==> config.mk <==
export PLATFORM = sky130hd
export DESIGN_NAME = even_parity_serial_tx
export DESIGN_NICKNAME = d
export VERILOG_FILES = /design/src/rtl/even_parity_serial_tx.sv
export SDC_FILE = /design/constraint.sdc
export NUM_CORES = 1
export LEC_CHECK = 0
export CORE_MARGIN = 10
export CORE_UTILIZATION = 35
export DETAILED_ROUTE_END_ITERATION = 10
export HOLD_SLACK_MARGIN = 0.12
export RECOVER_POWER = 50
export SLEW_MARGIN = 0
export SYNTH_ARGS = -nofsm -noshare
export SYNTH_HDL_FRONTEND = slang
export SYNTH_SLANG_ARGS = --single-unit
==> constraint.sdc <==
create_clock -name clk -period 4 [get_ports clk]
set_input_delay 0.6 -clock clk [delete_from_list [all_inputs] [get_ports clk]]
set_output_delay 0.6 -clock clk [all_outputs]
set_load 0.005 [all_outputs]
==> src/rtl/even_parity_serial_tx.sv <==
// Serial transmitter: latches a word over valid/ready, computes its even-parity bit,
// and sends start, data (LSB first), parity and stop bits, each held CLKS_PER_BIT cycles.
module even_parity_serial_tx #(
    parameter int DATA_W       = 4,
    parameter int CLKS_PER_BIT = 4
) (
    input  logic              clk,
    input  logic              rst,
    input  logic [DATA_W-1:0] din,
    input  logic              din_valid,
    output logic              din_ready,
    output logic              tx,
    output logic              busy,
    output logic              par_out,
    output logic              frame_done
);

    localparam int CNT_W = (CLKS_PER_BIT > 1) ? $clog2(CLKS_PER_BIT) : 1;
    localparam int IDX_W = (DATA_W > 1) ? $clog2(DATA_W) : 1;
    localparam logic [CNT_W-1:0] CNT_LAST = CNT_W'(CLKS_PER_BIT - 1);
    localparam logic [IDX_W-1:0] IDX_LAST = IDX_W'(DATA_W - 1);

    typedef enum logic [2:0] {
        S_IDLE,
        S_START,
        S_DATA,
        S_PARITY,
        S_STOP
    } state_t;

    // Handshake: a word is taken on any rising edge where din_valid && din_ready,
    // and din_ready is high only in IDLE while rst is low.
    state_t            state_q, state_d;
    logic [DATA_W-1:0] shift_q, shift_d;
    logic [CNT_W-1:0]  cnt_q, cnt_d;
    logic [IDX_W-1:0]  idx_q, idx_d;
    logic              par_q, par_d;
    logic              tx_q, tx_d;
    logic              cnt_last;
    logic [DATA_W-1:0] shifted;

    assign cnt_last = (cnt_q == CNT_LAST);
    assign shifted  = shift_q >> 1;

    always_ff @(posedge clk) begin
        if (rst) begin
            state_q <= S_IDLE;
            shift_q <= '0;
            cnt_q   <= '0;
            idx_q   <= '0;
            par_q   <= 1'b0;
            tx_q    <= 1'b1;
        end else begin
            state_q <= state_d;
            shift_q <= shift_d;
            cnt_q   <= cnt_d;
            idx_q   <= idx_d;
            par_q   <= par_d;
            tx_q    <= tx_d;
        end
    end

    // tx_d is the line value for the cycle after this edge, so tx is a clean flop output.
    always_comb begin
        state_d = state_q;
        shift_d = shift_q;
        par_d   = par_q;
        idx_d   = idx_q;
        tx_d    = tx_q;
        cnt_d   = cnt_last ? '0 : cnt_q + 1'b1;
        case (state_q)
            S_IDLE: begin
                cnt_d = '0;
                idx_d = '0;
                tx_d  = 1'b1;
                if (din_valid) begin
                    shift_d = din;
                    par_d   = ^din;
                    state_d = S_START;
                    tx_d    = 1'b0;
                end
            end
            S_START: begin
                if (cnt_last) begin
                    state_d = S_DATA;
                    tx_d    = shift_q[0];
                end
            end
            S_DATA: begin
                if (cnt_last) begin
                    if (idx_q == IDX_LAST) begin
                        state_d = S_PARITY;
                        idx_d   = '0;
                        tx_d    = par_q;
                    end else begin
                        idx_d   = idx_q + 1'b1;
                        shift_d = shifted;
                        tx_d    = shifted[0];
                    end
                end
            end
            S_PARITY: begin
                if (cnt_last) begin
                    state_d = S_STOP;
                    tx_d    = 1'b1;
                end
            end
            S_STOP: begin
                if (cnt_last) begin
                    state_d = S_IDLE;
                    tx_d    = 1'b1;
                end
            end
            default: begin
                state_d = S_IDLE;
                tx_d    = 1'b1;
            end
        endcase
    end

    assign din_ready  = (state_q == S_IDLE) && !rst;
    assign busy       = (state_q != S_IDLE);
    assign frame_done = (state_q == S_STOP) && cnt_last;
    assign tx         = tx_q;
    assign par_out    = par_q;

endmodule

==> flow_summary_export.csv <==
group,metric,value,unit
pwr,seq_power_share,53.3,%
clock_tree,post-cts-setup-buffer-count,0,
sta,finalHoldViolations,0,
drt,antenna_left,0,
pwr,intPower,199,uW
sta,finalCritPeriodShare,65.6,%
job,max-cap-violations,0,
clock_tree,cts_buffers,3,
floorplanning,ioPinCount,12,
cells_and_area,layout.nets,101,
sta,period_minus_slack,2.62,ns
global_route,grt_pass1_vias,595,
placed_design,dp_hpwl,1100,um
placed_design,portBuffers,11,
floorplanning,start_util,37.4,%
cells_and_area,area_growth,15.5,%
critical_path,worst_ep_arrival_time,2.02,ns
clock_tree,clock_path_buffers,2,
floorplanning,core_area,2000,um2
yosys,synth.net_count,92,
clock_tree,cts_repair_resize_count,0,
placed_design,gp_congestion,0.720,
yosys,ys_seq_area_share,34.7,%
drt,via_per_inst,5.15,
pwr,p_leak,0.000311,uW
drt,drc,0,
clock_tree,tritoncts,"yes",
drt,drt_iter0_drc,11,
drt,vias,608,
placed_design,dp.cells,114,
critical_path,worstSetupPathType,"input pin to primary output",
critical_path,path_cells,"dlygate4sd3_1 > nor2_1 > clkdlybuf4s50_1",
pwr,clkPwrFrac,30.6,%
drt,wl,1480,um
critical_path,crit_family,"buffers and inverters",
sta,fin_setup_tns,0,ns
pwr,power.density,306,nW/um2
pwr,combPwrFrac,16.1,%
pwr,p_switching,66.7,uW
cells_and_area,drive_gt1_share,11.0,%
sta,slew_headroom,53.1,%
global_route,grt_usage,7.68,%
yosys,synth_seq_cells,13,
sta,rsz0062_at_grt,"no",
yosys,yosysUniqueCellTypes,34,
global_route,grt_max_degree,18,
yosys,synth_area_per_cell,9.03,um2
drt,wire_per_inst,12.5,um
critical_path,path_max_fanout,14,
clock_tree,cts_root_buffer,"clkbuf_4",
sta,setup_viol,0,
floorplanning,std_cell_rows,16,
yosys,synth_area,749,um2
clock_tree,numClockSinks,13,
sta,skew,0.00661,ns
critical_path,crit_path_start_kind,"input pin",
pwr,switching_share,25.1,%
global_route,antenna_found_initial,0,
sta,hold_ws,0.437,ns
sta,maxSlewViolCount,0,
yosys,postSynthCellCount,83,
clock_tree,cts.hold.buffers_added,0,
clock_tree,htree_levels,1,
critical_path,crit_slowest_cell,"dlygate4sd3_1",
sta,max_freq,381,MHz
global_route,grt_pass1_wl,2710,um
drt,drt_pre_antenna_iters,4,
pwr,vdd_drop_max,0.204,mV
cells_and_area,fin_cells,118,
critical_path,crit_required,3.40,ns
cells_and_area,diodes,0,
status,outcome,"finished, final reports clean",
global_route,grt.overflow.total,0,
critical_path,crit_path_max_incr_delay,0.86,ns
floorplanning,chipWidth,66.3,um
critical_path,endpoint_kind,"primary output",
clock_tree,clk_pin_slew,0.07,ns
critical_path,cp_num_buf_inv,2,
worst_hold_path,hold_class,"flop to flop",
yosys,ys_warn_count,0,
sta,worstMarginPinSlew,0.703,ns
clock_tree,clk-insertion-delay-late,0.28,ns
floorplanning,fp.dieArea,4390,um2
floorplanning,dieHeight,66.3,um
-- flip-flops by register name (all words and copies together), names as in the netlist --
name	cells
cnt_q	2
idx_q	2
par_out	1
shift_q	4
state_q	3
tx	1
-- through the flow --
stage | total power [uW] | worst slack, ns | area, um2 | util, %
after CTS | 270 | 1.41 | 866 | 43.3
after detailed placement | 188 | 1.41 | 840 | 41.9
after floorplan | 171 | 2.39 | 749 | -
after global placement | 188 | 1.42 | 840 | 41.9
after global routing | 281 | 1.26 | 866 | 43.3
final | 265 | 1.38 | 866 | 43.3
-- cells in the final DEF (no fill, tap or decap), types with 2 or more instances in the layout --
master / count
mux2_2: 3
dlygate4sd3_1: 2
clkdlybuf4s50_1: 9
nor2_1: 7
xnor2_1: 3
a211oi_1: 7
nand2_1: 4
a21oi_1: 4
nand3b_1: 3
dfxtp_1: 13
clkbuf_4: 3
nor2b_1: 3
nor4b_1: 2
o21ai_0: 4
nand4_1: 2
inv_1: 3
ha_1: 2
-- logic make-up (layout without fill, tap and decap cells) --
kind of cell             count (synthesis)  in the layout  synth area share [%]
AND/OR/NAND/NOR                         30             30                  25.0
AO/OA/AOI/OAI                           20             20                  18.5
flip-flops                              13             13                  34.7
buffers and inverters                   11             19                  9.18
XOR/XNOR                                 4              4                  4.68
multiplexers                             3              3                  4.51
adder cells (fa/ha/maj)                  2              2                  3.34
-- synth_stat cells --
master	number	share of area, %
nand2_1	4	2.0
nor3_1	1	0.67
dfxtp_1	13	35
nor4b_1	2	2.3
nand4b_1	1	1.2
mux2_2	3	4.5
nor2_8	1	2.7
and3_2	1	1.0
a211oi_1	7	7.0
inv_1	3	1.5
a21oi_1	4	2.7
nand3b_1	3	3.0
buf_4	1	1.0
ha_1	2	3.3
xor2_1	1	1.2
nor2b_1	3	2.5
inv_2	1	0.50
o21ai_0	4	2.7
buf_6	3	4.5
a32oi_1	1	1.2
nand4_1	2	1.7
nand2b_1	1	0.84
or2_1	1	0.84
nor2_1	7	3.5
a21o_2	1	1.2
nand3_1	1	0.67
and4b_1	1	1.3
o2111ai_1	1	1.2
buf_2	1	0.67
o211a_1	1	1.3
nor4_1	1	0.84
clkbuf_1	2	1.0
a311o_1	1	1.3
xnor2_1	3	3.5
-- worst paths after layout --
kind | cells after the start | startpoint | end | slack [ns]
worst min register to register | 1 | cnt_q[0] | cnt_q[0] | 0.44
worst max register to register | 3 | state_q[1] | shift_q[2] | 2.31
worst min-delay path | 1 | cnt_q[0] | cnt_q[0] | 0.44
worst max-delay path | 3 | rst | din_ready | 1.38
-- power by group through the flow --
stage | registers [uW] | logic, uW | clock network [uW]
detailed placement | 145 | 43.8 | 0
CTS | 142 | 44.1 | 84.0
floorplan | 142 | 29.2 | 0
finish | 141 | 42.8 | 81.2
global route | 142 | 48.3 | 90.3
global placement | 145 | 43.6 | 0
-- final cells by class --
class / instances / area, um2
inverter: 4 / 15.0
sequential: 13 / 260
clock buffer: 4 / 26.3
timing repair buffer: 11 / 110
tap: 27 / 33.8
fill: 210 / 1140
multi-input combinational: 59 / 420
-- routing by layer --
metal	vias to the layer above	routed length [um]	GRT usage, %
li1	319	-	-
met1	278	698	9.47
met2	9	676	11.5
met3	2	75	3.05
met4	0	28	3.14
met5	-	0	0
No activity file was read; power rests on OpenSTA's default activity.
